**config.mk**
```make
export PLATFORM = sky130hd
export DESIGN_NAME = unified_mem_arbiter
export DESIGN_NICKNAME = d
export VERILOG_FILES = /design/src/rtl/mem_arb_pkg.sv /design/src/rtl/mem_arb_starve.sv /design/src/rtl/unified_mem_arbiter.sv
export SDC_FILE = /design/constraint.sdc
export NUM_CORES = 1
export LEC_CHECK = 0
export BUFFER_PORTS_ARGS = -buffer_cell sky130_fd_sc_hd__buf_2
export CAP_MARGIN = 20
export CORE_MARGIN = 2
export CORE_UTILIZATION = 35
export CTS_BUF_LIST = sky130_fd_sc_hd__clkbuf_4 sky130_fd_sc_hd__clkbuf_8 sky130_fd_sc_hd__clkbuf_16
export DETAILED_ROUTE_END_ITERATION = 6
export GPL_TIMING_DRIVEN = 0
export MAX_ROUTING_LAYER = met4
export PLACE_DENSITY = 0.68
export SYNTH_ARGS = -nofsm -noshare
export SYNTH_HDL_FRONTEND = slang
export SYNTH_SLANG_ARGS = --single-unit
```
**constraint.sdc**
```tcl
create_clock -name clk -period 5.18 [get_ports clk]
set_input_delay 0.259 -clock clk [delete_from_list [all_inputs] [get_ports clk]]
set_output_delay 0.259 -clock clk [all_outputs]
set_load 0.005 [all_outputs]
```
**src/rtl/mem_arb_pkg.sv**
```systemverilog
// Shared types and constants for the unified fetch/data memory arbiter.
package mem_arb_pkg;

  localparam int unsigned XLEN        = 32;
  // Latency counter is sized for the largest supported MEM_LAT.
  localparam int unsigned ARB_LAT_MAX = 15;
  localparam int unsigned ARB_LAT_W   = $clog2(ARB_LAT_MAX + 1);

  typedef enum logic {
    ARB_IDLE,
    ARB_WAIT
  } arb_state_t;

  typedef enum logic {
    OWN_IF,
    OWN_D
  } arb_owner_t;

endpackage

```
**src/rtl/mem_arb_starve.sv**
```systemverilog
// Starvation guard: counts data grants taken while fetch waits and forces a
// fetch grant once the limit is reached.
module mem_arb_starve
  import mem_arb_pkg::*;
#(
  parameter int unsigned STARVE_MAX = 2
) (
  input  logic clk,
  input  logic rst,
  input  logic grant_if,
  input  logic grant_d,
  input  logic if_req,
  input  logic if_elig,
  output logic force_if
);

  localparam int unsigned CntW = (STARVE_MAX < 1) ? 1 : $clog2(STARVE_MAX + 1);

  logic [CntW-1:0] starve_cnt_q;

  always_ff @(posedge clk or negedge rst) begin
    if (!rst) begin
      starve_cnt_q <= '0;
    end else if (grant_if) begin
      starve_cnt_q <= '0;
    end else if (grant_d) begin
      if (if_elig) begin
        if (starve_cnt_q != CntW'(STARVE_MAX)) begin
          starve_cnt_q <= starve_cnt_q + CntW'(1);
        end
      end else if (!if_req) begin
        starve_cnt_q <= '0;
      end
    end
  end

  assign force_if = (starve_cnt_q == CntW'(STARVE_MAX));

endmodule

```
**src/rtl/unified_mem_arbiter.sv**
```systemverilog
// Serialises fetch (read-only) and data (read/write) requests onto one
// fixed-latency single-ported memory, returning data with a one-cycle ready.
module unified_mem_arbiter
  import mem_arb_pkg::*;
#(
  parameter int unsigned MEM_LAT    = 2,
  parameter int unsigned STARVE_MAX = 2
) (
  input  logic            clk,
  input  logic            rst,
  input  logic            if_req,
  input  logic [XLEN-1:0] if_addr,
  input  logic            if_flush,
  output logic [XLEN-1:0] if_rdata,
  output logic            if_ready,
  output logic            if_stall,
  input  logic            d_req,
  input  logic            d_wr,
  input  logic [XLEN-1:0] d_addr,
  input  logic [XLEN-1:0] d_wdata,
  output logic [XLEN-1:0] d_rdata,
  output logic            d_ready,
  output logic            d_stall,
  output logic            mem_en,
  output logic            mem_wr,
  output logic [XLEN-1:0] mem_addr,
  output logic [XLEN-1:0] mem_wdata,
  input  logic [XLEN-1:0] mem_rdata,
  output logic            busy
);

  arb_state_t           state_q;
  arb_owner_t           owner_q;
  logic [XLEN-1:0]      addr_q;
  logic [XLEN-1:0]      wdata_q;
  logic                 wr_q;
  logic [ARB_LAT_W-1:0] lat_cnt_q;
  logic                 discard_q;
  logic                 mem_en_q;
  logic                 mem_wr_q;
  logic [XLEN-1:0]      if_rdata_q;
  logic [XLEN-1:0]      d_rdata_q;
  logic                 if_ready_q;
  logic                 d_ready_q;

  logic if_elig;
  logic d_elig;
  logic force_if;
  logic grant_if;
  logic grant_d;

  // A requester in its own ready cycle is not eligible: its req is still high
  // only because it drops it on the edge that ends that cycle.
  assign if_elig  = if_req & ~if_ready_q;
  assign d_elig   = d_req & ~d_ready_q;
  assign grant_if = (state_q == ARB_IDLE) & if_elig & (~d_elig | force_if);
  assign grant_d  = (state_q == ARB_IDLE) & d_elig & ~grant_if;

  mem_arb_starve #(
    .STARVE_MAX(STARVE_MAX)
  ) u_starve (
    .clk     (clk),
    .rst     (rst),
    .grant_if(grant_if),
    .grant_d (grant_d),
    .if_req  (if_req),
    .if_elig (if_elig),
    .force_if(force_if)
  );

  always_ff @(posedge clk or negedge rst) begin
    if (!rst) begin
      state_q    <= ARB_IDLE;
      owner_q    <= OWN_IF;
      addr_q     <= '0;
      wdata_q    <= '0;
      wr_q       <= 1'b0;
      lat_cnt_q  <= '0;
      discard_q  <= 1'b0;
      mem_en_q   <= 1'b0;
      mem_wr_q   <= 1'b0;
      if_rdata_q <= '0;
      d_rdata_q  <= '0;
      if_ready_q <= 1'b0;
      d_ready_q  <= 1'b0;
    end else begin
      if_ready_q <= 1'b0;
      d_ready_q  <= 1'b0;
      mem_en_q   <= 1'b0;
      mem_wr_q   <= 1'b0;
      case (state_q)
        ARB_IDLE: begin
          if (grant_if || grant_d) begin
            state_q   <= ARB_WAIT;
            owner_q   <= grant_if ? OWN_IF : OWN_D;
            addr_q    <= grant_if ? if_addr : d_addr;
            wdata_q   <= grant_d ? d_wdata : '0;
            wr_q      <= grant_d & d_wr;
            mem_en_q  <= 1'b1;
            mem_wr_q  <= grant_d & d_wr;
            lat_cnt_q <= ARB_LAT_W'(MEM_LAT);
            discard_q <= 1'b0;
          end
        end
        ARB_WAIT: begin
          if (owner_q == OWN_IF && if_flush) begin
            discard_q <= 1'b1;
          end
          if (lat_cnt_q == '0) begin
            state_q   <= ARB_IDLE;
            discard_q <= 1'b0;
            if (owner_q == OWN_IF) begin
              // A flush in the final cycle still kills the result.
              if (!(discard_q || if_flush)) begin
                if_rdata_q <= mem_rdata;
                if_ready_q <= 1'b1;
              end
            end else begin
              d_ready_q <= 1'b1;
              if (!wr_q) begin
                d_rdata_q <= mem_rdata;
              end
            end
          end else begin
            lat_cnt_q <= lat_cnt_q - ARB_LAT_W'(1);
          end
        end
        default: state_q <= ARB_IDLE;
      endcase
    end
  end

  assign mem_en    = mem_en_q;
  assign mem_wr    = mem_wr_q;
  assign mem_addr  = addr_q;
  assign mem_wdata = wdata_q;
  assign if_rdata  = if_rdata_q;
  assign if_ready  = if_ready_q;
  assign d_rdata   = d_rdata_q;
  assign d_ready   = d_ready_q;
  assign if_stall  = if_req & ~if_ready_q;
  assign d_stall   = d_req & ~d_ready_q;
  assign busy      = (state_q == ARB_WAIT);

endmodule

```
== After elaboration in Yosys (flattened, before gate mapping) ==
Cells that the tools add are included.
W data, S select, Z words.
Word-level totals
  register bits: 142
  input port bits: 134
  output and inout port bits: 135
  word-level logic and storage cells: 78
Cells by class
  add/subtract/negate cells: 2
  equality and inequality tests: 7
  mux-type cells: 28
  bitwise logic cells: 16
  reductions and logical operators: 11
Operators by type and width (count)
  $mux W32: 2
  $mux W1: 16
  $mux W2: 5
  $ne A3 B1 Y1 const B: 3
  $mux W4: 2
  $not A1 Y1: 8
  $pmux W4 S2: 1
  $reduce_and A4 Y1: 2
  $and A1 B1 Y1: 7
  $reduce_and A2 Y1: 3
  $logic_not A4 Y1: 1
  $ne A2 B2 Y1 const B: 2
  $pmux W1 S2: 2
  $sub A4 B1 Y4 const B: 1
  $reduce_and A3 Y1: 1
  $add A2 B1 Y2 const B: 1
  $eq A2 B2 Y1 const B: 1
  $logic_or A1 B1 Y1: 2
  $ne A2 B1 Y1 const B: 1
  $reduce_bool A2 Y1: 1
  $logic_and A1 B1 Y1: 1
  $or A1 B1 Y1: 1

== Depth between registers and ports, before layout ==
  word-level depth: 10
  mapped depth: 8
  mapped depth without buffers: 6

== By module ==
From an unflattened synthesis, not the netlist that was laid out.
Second synthesis, totals
  cells, all modules: 449
  area, all modules: 5726.7 um2
By module, submodules not included
  unified_mem_arbiter: times used 1, cells an instance 435, area each 5591.6 um2, seq. area each 3503.4 um2
  mem_arb_starve: times used 1, cells an instance 14, area each 135.1 um2, seq. area each 50.0 um2

== Worst setup path before layout ==
OpenSTA, ideal clock, no wires.
  path type: register to register
  start: register lat_cnt_q[0]
  end: register if_rdata_q[0], in the netlist if_rdata[0]
  setup time: 125 ps
  arrival: 2043 ps
  data required time: 5055 ps
  path slack: 3012 ps
  cell stages (with the launch flop): 9
  path buffers: 2
  period minus slack after synthesis: 2168 ps
  cells stage by stage: dfrtp_1 inv_1 ha_1 nand2b_1 or3b_4 or4_4 buf_6 buf_12 mux2_4
Between the ends
  word-level cells in the longest chain between the ends: 2
Ends and longest elaborated chain
  start, declared: RTL line unified_mem_arbiter.sv:37  | logic [ARB_LAT_W-1:0] lat_cnt_q;
  start signal, assigned: RTL line unified_mem_arbiter.sv:101  | lat_cnt_q <= ARB_LAT_W'(MEM_LAT);
  start signal, assigned: RTL line unified_mem_arbiter.sv:125  | lat_cnt_q <= lat_cnt_q - ARB_LAT_W'(1);
  $logic_not A4 Y1: RTL line unified_mem_arbiter.sv:109  | if (lat_cnt_q == '0) begin
  $reduce_and A4 Y1 (no line)
  end signal, assigned: RTL line unified_mem_arbiter.sv:115  | if_rdata_q <= mem_rdata;
  end, declared: RTL line unified_mem_arbiter.sv:41  | logic [XLEN-1:0] if_rdata_q;
Every way passes these cells.
A chain may end at the register's enable or synchronous reset.

== Worst setup path after layout ==
  start: register lat_cnt_q[0]
  end: register d_rdata_q[7], in the netlist d_rdata[7]
Between the ends
  word-level cells in the longest chain between the ends: 2
Ends and longest elaborated chain
  $logic_not A4 Y1: RTL line unified_mem_arbiter.sv:109
  $reduce_and A4 Y1 (no line)
  end signal, assigned: RTL line unified_mem_arbiter.sv:121  | d_rdata_q <= mem_rdata;
  end, declared: RTL line unified_mem_arbiter.sv:42  | logic [XLEN-1:0] d_rdata_q;
Every way passes these cells.

==> summary.md <==
| Metric | Value |
|---|---|
| Status | finished, final reports clean |
| FF-to-FF Start | lat_cnt_q[0] |
| Total gr overflow | 0 |
| All-layer global routing usage | 0.180 |
| Register bit count reported by yosys | 142 |
| Min-delay src | d_wdata[21] |
| Critical path origin | lat_cnt_q[0] |
| Post-route ant nets | 0 |
| Num CTS Buffers | 17 |
| Max VDD drop | 0.275 mV |
| Layout cells sized above 1 | 0.499 |
| Max stage delay cell, worst path | dfrtp_1 |
| Final Slew Violations | 0 |
| Post-DR vias/cell | 4.69 |
| Chip Width | 132 um |
| Post-Place Worst Slack | 2830 ps |
| Yosys warning count | 0 |
| H-tree depth | 4 |
| Wire per inst | 15.4 um |
| Initial antenna violation count | 0 |
| CP max FO | 10 |
| Total Wirelength | 14900 um |
| Pwr per Cell Area | 630 nW/um^2 |
| Final Skew | 11.0 ps |
| Tcrit/Tclk final | 0.448 |
| Max clock buf depth | 2 |
| Total core area | 15900 um^2 |
| Drc violations | 0 |
| Fin Setup TNS | 0 ps |
| Worst Tran Pin Value | 900 ps |
| Min-delay worst type | in -> reg |
| Drt first-iter violations | 204 |
| Syn Nets | 583 |
| Number of flops mapped to enable cells by yosys | 0 |
| Fmax | 431 MHz |
| Hold_ws | 65.3 ps |
| Initial Util | 0.359 |
| Fin nets | 872 |
| DR pass1 iterations | 4 |
| Min Tclk post-route | 2320 ps |
| First-pass GRT wire length | 24100 um |
| Post-synth ARST share | 1.00 |
| Synthesized cell area | 5700 um^2 |
| Number of diodes | 0 |
| LEAKAGE | 4.20 nW |
| Max-cap violations | 0 |
| Die area | 17300 um^2 |
| Number of global-route vias before repair | 4532 |
| Root Driver | clkbuf_16 |
| Max incr delay on CP | 400 ps |
| Port-buffer cells | 268 |
| # resized after CTS | 0 |
| Layout area overhead | 40.6% |
| Syn Inst Count | 447 |
| Dpl hpwl | 11000 um |
| Clock-pin slew of the registers on the worst-case setup and hold paths | 60 ps |
| Clock sinks | 142 |
| Hold-fix buffers at CTS | 1 |
| Ys flop type | dfrtp_1 |
| Largest net degree at the start of global routing | 91 |
| Die height | 132 um |
| Average size of a mapped cell | 12.8 um^2 |
| RD Place Congestion | 0.825 |
| Rows | 46 |
| Worst Path Arrival | 2610 ps |
| Crit start category | register |
| RSZ-0062 raised after global routing | false |
| Crit path kind | reg -> reg |
| Worst setup EP type | register |
| Post-CTS Setup Inserts | 0 |
| Post-route setup slack | 2860 ps |
| Critical path cell sequence | inv_1 > ha_1 > nand2b_1 > or3b_4 > or3_1 > clkbuf_1 > buf_2 > mux2_1 |
| Crit path required time | 5470 ps |
| Num ports | 269 |
| Yosys cell types | 32 |
| CTS tree | built |
| Setup-failing EPs final | 0 |
| Vias | 4522 |
| Clk_lat worst skew | 410 ps |
| Sequential area share after synthesis | 0.623 |
| Worst rel slew slack | 0.396 |
| Fin. Hold Viols | 0 |
==> layer usage <==
layer  part of all wire  vias up  global-route usage
li1                   -     2153                   -
met4             0.0097        0              0.0483
met2               0.47      181               0.279
met3              0.066       14              0.0525
met5                  0        -                   -
met1               0.45     2174               0.232
==> through the flow <==
stage | utilization | cell area (um^2) | power, mW | cells
after floorplan | - | 5700 | 2.91 | 447
after global placement | 0.460 | 7310 | 3.70 | 931
after detailed placement | 0.463 | 7350 | 3.75 | 932
after CTS | 0.505 | 8020 | 5.12 | 965
after global routing | 0.505 | 8020 | 5.41 | 965
final | 0.505 | 8020 | 5.05 | 965
==> layout by cell type, fill, tap and decap left out, types with 5 or more instances in the layout <==
cell type	synthesis	routed
nor2_1	34	34
buf_2	3	270
dfrtp_1	142	142
clkbuf_1	23	23
inv_1	8	8
nand2_1	38	38
a22o_1	33	33
clkbuf_16	0	17
o21ai_0	7	7
mux2_4	29	29
a21oi_1	66	66
mux2_2	34	34
bufinv_16	0	5
==> worst max-delay path: cells and delay by family, from the launching register on <==
kind / cells / cell delay, ps
simple gates: 3 / 790
buf+inv: 3 / 480
flops: 1 / 400
mux: 1 / 330
fa+ha+maj: 1 / 200
==> power breakdown <==
| part | internal (mW) | switching [mW] |
|---|---|---|
| clock network | 0.876 | 0.459 |
| logic | 0.958 | 0.817 |
| registers | 1.65 | 0.287 |
| total | 3.49 | 1.56 |
==> sequential cells by signal, summed over array words and instances, names as in the netlist, 2 cells and up <==
signal	cells
mem_wdata	32
u_starve.starve_cnt_q	2
if_rdata	32
mem_addr	32
lat_cnt_q	4
d_rdata	32
==> cells in the mapped netlist (2+ instances only) <==
library cell  number  share of area
dfrtp_1          142           0.62
a21oi_1           66          0.058
nand2_1           38          0.025
mux2_2            34          0.067
nor2_1            34          0.022
a22o_1            33          0.051
mux2_4            29          0.076
clkbuf_1          23          0.015
inv_1              8         0.0053
o21ai_0            7         0.0061
a21o_1             3         0.0039
buf_12             3          0.011
buf_2              3         0.0026
nand2b_1           3         0.0033
ha_1               2         0.0044
nand3_1            2         0.0018
or3_1              2         0.0022
==> worst paths after layout <==
kind	cells after the start	slack [ps]	endpoint
setup / recovery	8	2860	d_rdata[7]
hold / removal	2	70	mem_wdata[21]
max in group asynchronous	3	4020	mem_wdata[6]
setup reg to reg	8	2860	d_rdata[7]
hold reg to reg	1	470	wr_q
min in group asynchronous	2	370	if_rdata[16]
==> cell type report <==
type	instances	area, um^2
inverter	9	33.8
clock buffer	19	447
timing repair buffer	270	1390
fill	1437	7870
tap	216	270
clock inverter	13	211
sequential	142	3550
multi-input combinational	266	1940
buffer	30	173
==> cell families (layout without fill, tap and decap cells) <==
logic type,Yosys count,after routing,synth area share
DFF,142,142,0.623
AOI/OAI and AO/OA,112,112,0.123
and+or+nand+nor,87,87,0.0661
muxes,65,65,0.147
buffers and inverters,39,341,0.0362
adders and majority gates,2,2,0.00439
No activity file was read; power rests on OpenSTA's default activity.
